## src/rtl/sprite_rom_arbiter.sv

```systemverilog
// sprite_rom_arbiter: shares one synchronous sprite/background ROM read port
// among NUM_REQ pixel-fetch requesters (0 grass/background, 1 duck, 2 dog).
// One ROM address is issued per cycle. A one-hot tag travels alongside each
// read so the returned word is steered back to its owner.
// Optional feature: define ROM_ARB_RR_EN for round-robin arbitration.
// The default build uses fixed priority, where the lowest index wins.
module sprite_rom_arbiter #(
   parameter int NUM_REQ   = 3,
   parameter int ADDR_W    = 17,
   parameter int DATA_W    = 8,
   parameter int ROM_DEPTH = 131072,
   parameter int ROM_LAT   = 2
) (
   input  logic                      Clk,
   input  logic                      Reset,
   input  logic [NUM_REQ-1:0]        req,
   input  logic [NUM_REQ*ADDR_W-1:0] req_addr,
   output logic [NUM_REQ-1:0]        gnt,
   output logic [ADDR_W-1:0]         rom_addr,
   input  logic [DATA_W-1:0]         rom_data,
   output logic [DATA_W-1:0]         rd_data,
   output logic [NUM_REQ-1:0]        rd_valid,
   output logic                      oob_err,
   output logic                      busy
);

   // The depth is widened by one bit so that ROM_DEPTH == 2**ADDR_W still
   // compares correctly against any address.
   localparam logic [ADDR_W:0] DEPTH_W = (ADDR_W+1)'(ROM_DEPTH);

   logic [NUM_REQ-1:0] gnt_raw;
   logic               win_any;
   logic [ADDR_W-1:0]  win_addr;
   logic               win_oob;

   // Stages 0..ROM_LAT-1 live in tag_q. The final stage is rd_valid_q itself.
   logic [NUM_REQ-1:0] tag_q [ROM_LAT];
   logic [NUM_REQ-1:0] tag_d [ROM_LAT];
   logic [ADDR_W-1:0]  rom_addr_q, rom_addr_d;
   logic [DATA_W-1:0]  rd_data_q, rd_data_d;
   logic [NUM_REQ-1:0] rd_valid_q, rd_valid_d;
   logic               oob_q, oob_d;

`ifdef ROM_ARB_RR_EN
   localparam int IDX_W = (NUM_REQ > 1) ? $clog2(NUM_REQ) : 1;

   logic [IDX_W-1:0] ptr_q, ptr_d;
   logic [IDX_W-1:0] win_idx;

   // Round-robin search begins one past the last winner and wraps around.
   always_comb begin
      int cand;
      cand    = 0;
      gnt_raw = '0;
      win_idx = '0;
      win_any = 1'b0;
      for (int k = 1; k <= NUM_REQ; k++) begin
         cand = (int'(ptr_q) + k) % NUM_REQ;
         if (!win_any && req[cand]) begin
            gnt_raw[cand] = 1'b1;
            win_idx       = IDX_W'(cand);
            win_any       = 1'b1;
         end
      end
      ptr_d = win_any ? win_idx : ptr_q;
   end

   // The pointer remembers the last granted requester.
   // On reset it points at the top index, so requester 0 is searched first.
   always_ff @(posedge Clk) begin
      if (!Reset) begin
         ptr_q <= IDX_W'(NUM_REQ - 1);
      end else begin
         ptr_q <= ptr_d;
      end
   end
`else
   // Fixed priority: the lowest-indexed active request wins.
   always_comb begin
      gnt_raw = '0;
      win_any = 1'b0;
      for (int i = 0; i < NUM_REQ; i++) begin
         if (!win_any && req[i]) begin
            gnt_raw[i] = 1'b1;
            win_any    = 1'b1;
         end
      end
   end
`endif

   // Grants are suppressed while reset is held, so nothing issues during reset.
   always_comb begin
      gnt = Reset ? gnt_raw : '0;
   end

   // Select the winner's address and flag it if it lies beyond the ROM.
   always_comb begin
      win_addr = '0;
      for (int i = 0; i < NUM_REQ; i++) begin
         if (gnt_raw[i]) begin
            win_addr = req_addr[i*ADDR_W +: ADDR_W];
         end
      end
      win_oob = ({1'b0, win_addr} >= DEPTH_W);
   end

   // Next-state logic covers the issue, the tag shift, data capture and the sticky error.
   always_comb begin
      rom_addr_d = rom_addr_q;
      oob_d      = oob_q;
      tag_d[0]   = gnt_raw;
      for (int s = 1; s < ROM_LAT; s++) begin
         tag_d[s] = tag_q[s-1];
      end
      rd_valid_d = tag_q[ROM_LAT-1];
      rd_data_d  = (|tag_q[ROM_LAT-1]) ? rom_data : rd_data_q;
      if (win_any) begin
         if (win_oob) begin
            rom_addr_d = '0;
            oob_d      = 1'b1;
         end else begin
            rom_addr_d = win_addr;
         end
      end
   end

   // State registers. Reset drops every read in flight.
   always_ff @(posedge Clk) begin
      if (!Reset) begin
         rom_addr_q <= '0;
         rd_data_q  <= '0;
         rd_valid_q <= '0;
         oob_q      <= 1'b0;
         for (int s = 0; s < ROM_LAT; s++) begin
            tag_q[s] <= '0;
         end
      end else begin
         rom_addr_q <= rom_addr_d;
         rd_data_q  <= rd_data_d;
         rd_valid_q <= rd_valid_d;
         oob_q      <= oob_d;
         for (int s = 0; s < ROM_LAT; s++) begin
            tag_q[s] <= tag_d[s];
         end
      end
   end

   // Busy is high while any tag stage, including the final one, holds a read.
   always_comb begin
      busy = |rd_valid_q;
      for (int s = 0; s < ROM_LAT; s++) begin
         busy = busy | (|tag_q[s]);
      end
   end

   assign rom_addr = rom_addr_q;
   assign rd_data  = rd_data_q;
   assign rd_valid = rd_valid_q;
   assign oob_err  = oob_q;

endmodule

```

## config.mk

```make
export PLATFORM = sky130hd
export DESIGN_NAME = sprite_rom_arbiter
export DESIGN_NICKNAME = d
export VERILOG_FILES = /design/src/rtl/sprite_rom_arbiter.sv
export SDC_FILE = /design/constraint.sdc
export NUM_CORES = 1
export LEC_CHECK = 0
export CELL_PAD_IN_SITES_DETAIL_PLACEMENT = 0
export CELL_PAD_IN_SITES_GLOBAL_PLACEMENT = 2
export CORE_MARGIN = 3
export CORE_UTILIZATION = 21
export DETAILED_ROUTE_END_ITERATION = 12
export PLACE_DENSITY = 0.86
export SYNTH_ARGS = -nofsm -noshare
export SYNTH_HDL_FRONTEND = slang
export SYNTH_SLANG_ARGS = --single-unit
```

## constraint.sdc

```tcl
create_clock -name Clk -period 3.3 [get_ports Clk]
set_input_delay 0.66 -clock Clk [delete_from_list [all_inputs] [get_ports Clk]]
set_output_delay 0.66 -clock Clk [all_outputs]
set_load 0.02 [all_outputs]
```

==> results of run 1 <==
-- worst min-delay path by stage --
stage / from / endpoint / depth (start not counted)
final: rd_data[4]$_SDFFE_PN0P_ / rd_data[4]$_SDFFE_PN0P_ / 2
after global routing: tag_q[0][0]$_SDFF_PN0_ / tag_q[0][3]$_SDFF_PN0_ / 1
after CTS: rd_data[7]$_SDFFE_PN0P_ / rd_data[7]$_SDFFE_PN0P_ / 2
after detailed placement: rd_data[7]$_SDFFE_PN0P_ / rd_data[7]$_SDFFE_PN0P_ / 2
after global placement: rd_data[1]$_SDFFE_PN0P_ / rd_data[1]$_SDFFE_PN0P_ / 2
after floorplan: tag_q[0][0]$_SDFF_PN0_ / tag_q[0][3]$_SDFF_PN0_ / 1
-- cells by family after synthesis --
kind of cell,Yosys count
AO/OA/AOI/OAI,51
AND/OR/NAND/NOR,51
flip-flops,34
buffers and inverters,15
multiplexers,8
other,1
-- power breakdown --
part | leakage [nW] | total, W | internal, W | switching (W)
Combinational | 0.641 | 0.000250 | 0.000146 | 0.000104
Sequential | 0.280 | 0.000447 | 0.000435 | 0.0000119
Clock | 0.0683 | 0.000464 | 0.000303 | 0.000161
Total | 0.990 | 0.00116 | 0.000884 | 0.000277
-- metrics by stage --
step                hold slack, ns  worst slack (ns)
floorplan                    0.436              1.28
global placement             0.438             0.375
detailed placement           0.442             0.380
CTS                          0.453             0.366
global route                 0.474             0.320
finish                       0.449             0.379
-- worst reg2reg max path, stage by stage, from the launching register on --
cell and delay [ns]:
sky130_fd_sc_hd__dfxtp_1 0.33, sky130_fd_sc_hd__nor3_2 0.50, sky130_fd_sc_hd__nand2_1 0.11, sky130_fd_sc_hd__a21boi_1 0.13
-- registers in the layout (all words and copies together) (netlist names) --
register,flops
rd_valid,3
rom_addr,17
tag_q,6
rd_data,8
-- cell type report --
cell class / instances / share of cell area
multi-input combinational: 111 / 0.282
inverter: 2 / 0.00276
timing repair buffer: 103 / 0.371
clock inverter: 3 / 0.0253
clock buffer: 5 / 0.0253
sequential: 34 / 0.250
tap: 96 / 0.0441
-- cells in the final DEF, fill, tap and decap left out --
cell type / n
sky130_fd_sc_hd__clkdlybuf4s50_1: 95
sky130_fd_sc_hd__dfxtp_1: 34
sky130_fd_sc_hd__a211oi_1: 17
sky130_fd_sc_hd__nand2_1: 16
sky130_fd_sc_hd__nor3b_1: 10
sky130_fd_sc_hd__o21ai_0: 9
sky130_fd_sc_hd__o2bb2ai_1: 9
sky130_fd_sc_hd__and2_1: 8
sky130_fd_sc_hd__a21boi_1: 8
sky130_fd_sc_hd__mux2i_1: 8
sky130_fd_sc_hd__nor2b_1: 8
sky130_fd_sc_hd__a31o_1: 8
sky130_fd_sc_hd__buf_4: 8
sky130_fd_sc_hd__clkbuf_8: 5
sky130_fd_sc_hd__nor2_1: 3
sky130_fd_sc_hd__bufinv_16: 2
sky130_fd_sc_hd__inv_2: 1
sky130_fd_sc_hd__nand2b_2: 1
sky130_fd_sc_hd__nor3_2: 1
sky130_fd_sc_hd__nor4_1: 1
sky130_fd_sc_hd__nand3_1: 1
sky130_fd_sc_hd__nor3b_4: 1
sky130_fd_sc_hd__inv_1: 1
sky130_fd_sc_hd__or3_1: 1
sky130_fd_sc_hd__conb_1: 1
sky130_fd_sc_hd__clkinv_4: 1
-- layer usage --
| layer | track usage | wire length, um |
|---|---|---|
| met3 | 0.0472 | 407 |
| met5 | 0 | 0 |
| met2 | 0.190 | 2240 |
| met4 | 0.0339 | 43 |
| met1 | 0.133 | 2090 |
==> out/results.txt, run 1 <==
The run gives 97 as the top-level port count. Including well taps, the total number of placed cells is 346. Yosys attributes the largest share of cell area to sky130_fd_sc_hd__dfxtp_1 45%, sky130_fd_sc_hd__a211oi_1 8.4%, sky130_fd_sc_hd__mux2i_1 5.3%, sky130_fd_sc_hd__o2bb2ai_1 5.2%, sky130_fd_sc_hd__nor3b_1 4.9%.

The commonest cells after synthesis are 34 x sky130_fd_sc_hd__dfxtp_1, 17 x sky130_fd_sc_hd__a211oi_1, 16 x sky130_fd_sc_hd__nand2_1, 10 x sky130_fd_sc_hd__nor3b_1. The post-CTS setup buffer count was 0. The max-slew violation count came out at 0. Setup violations remaining at the end of the flow were counted as 0.

For the setup slack of the worst register-to-register path, the log shows 2.17 ns. The total track usage came out at 0.114. The post-detailed-route via-to-cell ratio was 4.28; the number of antenna violations at the first check in global routing was 0. Each instance of the synthesized netlist takes up on average 9.49 um2. Most frequent cell after synthesis: sky130_fd_sc_hd__dfxtp_1.

The number of failing hold endpoints at the final stage was 0; the sequential-to-total area share from yosys stat was 0.448. The number of synthesized flops with an enable pin was 0. The run gives 0.272 mV as the highest ir drop seen on vdd. The tools report the sum of negative setup slack as 0 ns. The slew at the pin closest to its max-slew limit was 0.570 ns; the number of buffers inserted by port buffering was 95. The async set or reset register ratio after synthesis is 0. For the number of synthesis warnings, the log shows 0. In this run the static leakage power is 0.990 nW. STA classifies the critical path startpoint as an input port. The run gives 0 as the final antenna-violating net count. Synthesized-area fraction occupied by xor and xnor cells: 0. After detailed routing, the average wire length per cell comes to 13.5 um.

In this run the deepest clock path goes through 2 buffers. The tool flagged a number of max-cap violations equal to 0. Setup repair after global routing left no endpoint under its margin. The synthesized-area fraction occupied by adder cells works out to 0. Summing over every cut layer, the via total after detailed routing is 1515. In this run the power density over the cells is 426 mW/mm2. The run gives 0.755 as the final weighted congestion in routability-driven placement. The clock net sink count was 34; the headroom to the max-slew limit was 0.618. Yosys mapped the design onto 24 distinct sky130hd cell types. The largest fanout on the critical path was 3. Clock tree synthesis inserted a total of 5 buffers.

The clock transition at the register clock pins on the worst setup and hold paths after CTS is 0.07 ns. The final cycle utilization of the critical path was 0.885. The number of gates given a new drive strength after cts came out at 0. The clock latency reported for the late side of the worst-skew pair was 0.28 ns. The critical path ends at gnt[2].

The share of Yosys cell area claimed by the top area cell type was 0.448. Initial core utilization: 0.220. Final core area utilization: 0.394. From bottom edge to top edge, the die measures 91.0 um. The required arrival time at the worst endpoint came out at 2.64 ns.

On the critical path, the stage with the largest delay is an instance of sky130_fd_sc_hd__clkdlybuf4s50_1. The worst register-to-register path ends at rd_data[3]$_SDFFE_PN0P_. In the final design database the tool counted 321 nets.

The first-iteration detailed-routing DRC count was 49; the area occupied by multi-input gates was 767 um2. For the synthesized instance count, the log shows 160. Nature of the critical path endpoint: an output pin. On the worst path, the slowest cell contributes a delay of 0.64 ns.

The simple-gate share of the synthesized area works out to 0.199. The final critical path time including I/O delays and setup is 2.92 ns. Wires add up to 4780 um. For this run, the top clock speed supported by timing is 342 MHz.

The run gives 0 as the count of hold-fix buffers inserted at cts. Traced cell by cell, the critical path runs through clkdlybuf4s50_1 -> nand2b_2 -> nor3b_4 -> clkdlybuf4s50_1. The remaining design rule violation count is 0. Start-to-end type of the worst setup path: input port to output pin.

The first global-routing pass estimated 7530 um of wire. From synthesis to final layout, the design area changed by 79.5%. The number of buffers and inverters on the critical path is 2.

After floorplanning, the core was sized to cover 0.00691 mm2. The number of nets produced by synthesis was 224. The flow ran to the end, and the final reports show no timing, DRC or antenna violations. The tools report the number of global-route vias before repair as 1520. Kind of path behind the tightest hold check: flop to flop. The tools report the clock tree root driver cell as sky130_fd_sc_hd__clkbuf_8. The floorplan step defined a die boundary enclosing 0.00828 mm2.

The placed wire-length estimate is 3480 um, and the number of diodes added for antenna fixing is 0. The largest family of logic cells by synthesized area was compound AO/OA/AOI/OAI gates. TritonCTS built the clock tree. After routing the design area is 0.00272 mm2. The maximum number of pins on one net before global-route repair was 33. Before antenna repair, the detailed router went through 4 iterations. For the final database, setup skew stands at 0.00352 ns. The share of the synthesized area in compound gates (AO/OA/AOI/OAI) works out to 0.251.

The number of placement rows was 30. The logic depth of the worst path, buffers included came out at 4. Critical path's most frequent cell: sky130_fd_sc_hd__clkdlybuf4s50_1.

The logs give 354 for the count of placed standard cells in the final layout, fillers left out and 0.00116 W for the total power. Among all flip-flop cells after synthesis, the most frequent one is sky130_fd_sc_hd__dfxtp_1. Counting flops and latches in the post-synthesis netlist gives 34. At the worst endpoint, the arrival time is 2.26 ns. The worst register-to-register path begins at tag_q[0][4]$_SDFF_PN0_. The sequential cells in the finished layout cover a total of 681 um2. Fraction of final layout cells sized beyond drive strength 1: 0.0775.

The kind of cell adding the most delay to the critical path is buffers and inverters. The filler cell count came out at 731. After global routing the overflow that remains totals 0. Tracing the worst setup path back leads to its startpoint at req[0].

The portion of netlist area occupied by mux cells came out at 0.0528. For the worst flop-to-flop path, the logic depth is 3. The horizontal die dimension came out at 91.0 um.

The placed standard-cell area is 0.00259 mm2. For the deepest level of the CTS H-tree, the log shows 2. The synthesized netlist occupies a cell area of 0.00152 mm2. Of all cell types, the one taking the most synthesized area is sky130_fd_sc_hd__dfxtp_1.
(Power assumes the default switching activity.)
==> run 2, diff against run 1 <==
- GPL_ROUTABILITY_DRIVEN: default -> 0
- SLEW_MARGIN: default -> 40
- TNS_END_PERCENT: default -> 50
==> results of run 2 <==
Same layout as run 1: the final DEF is identical, and so are final timing and power.
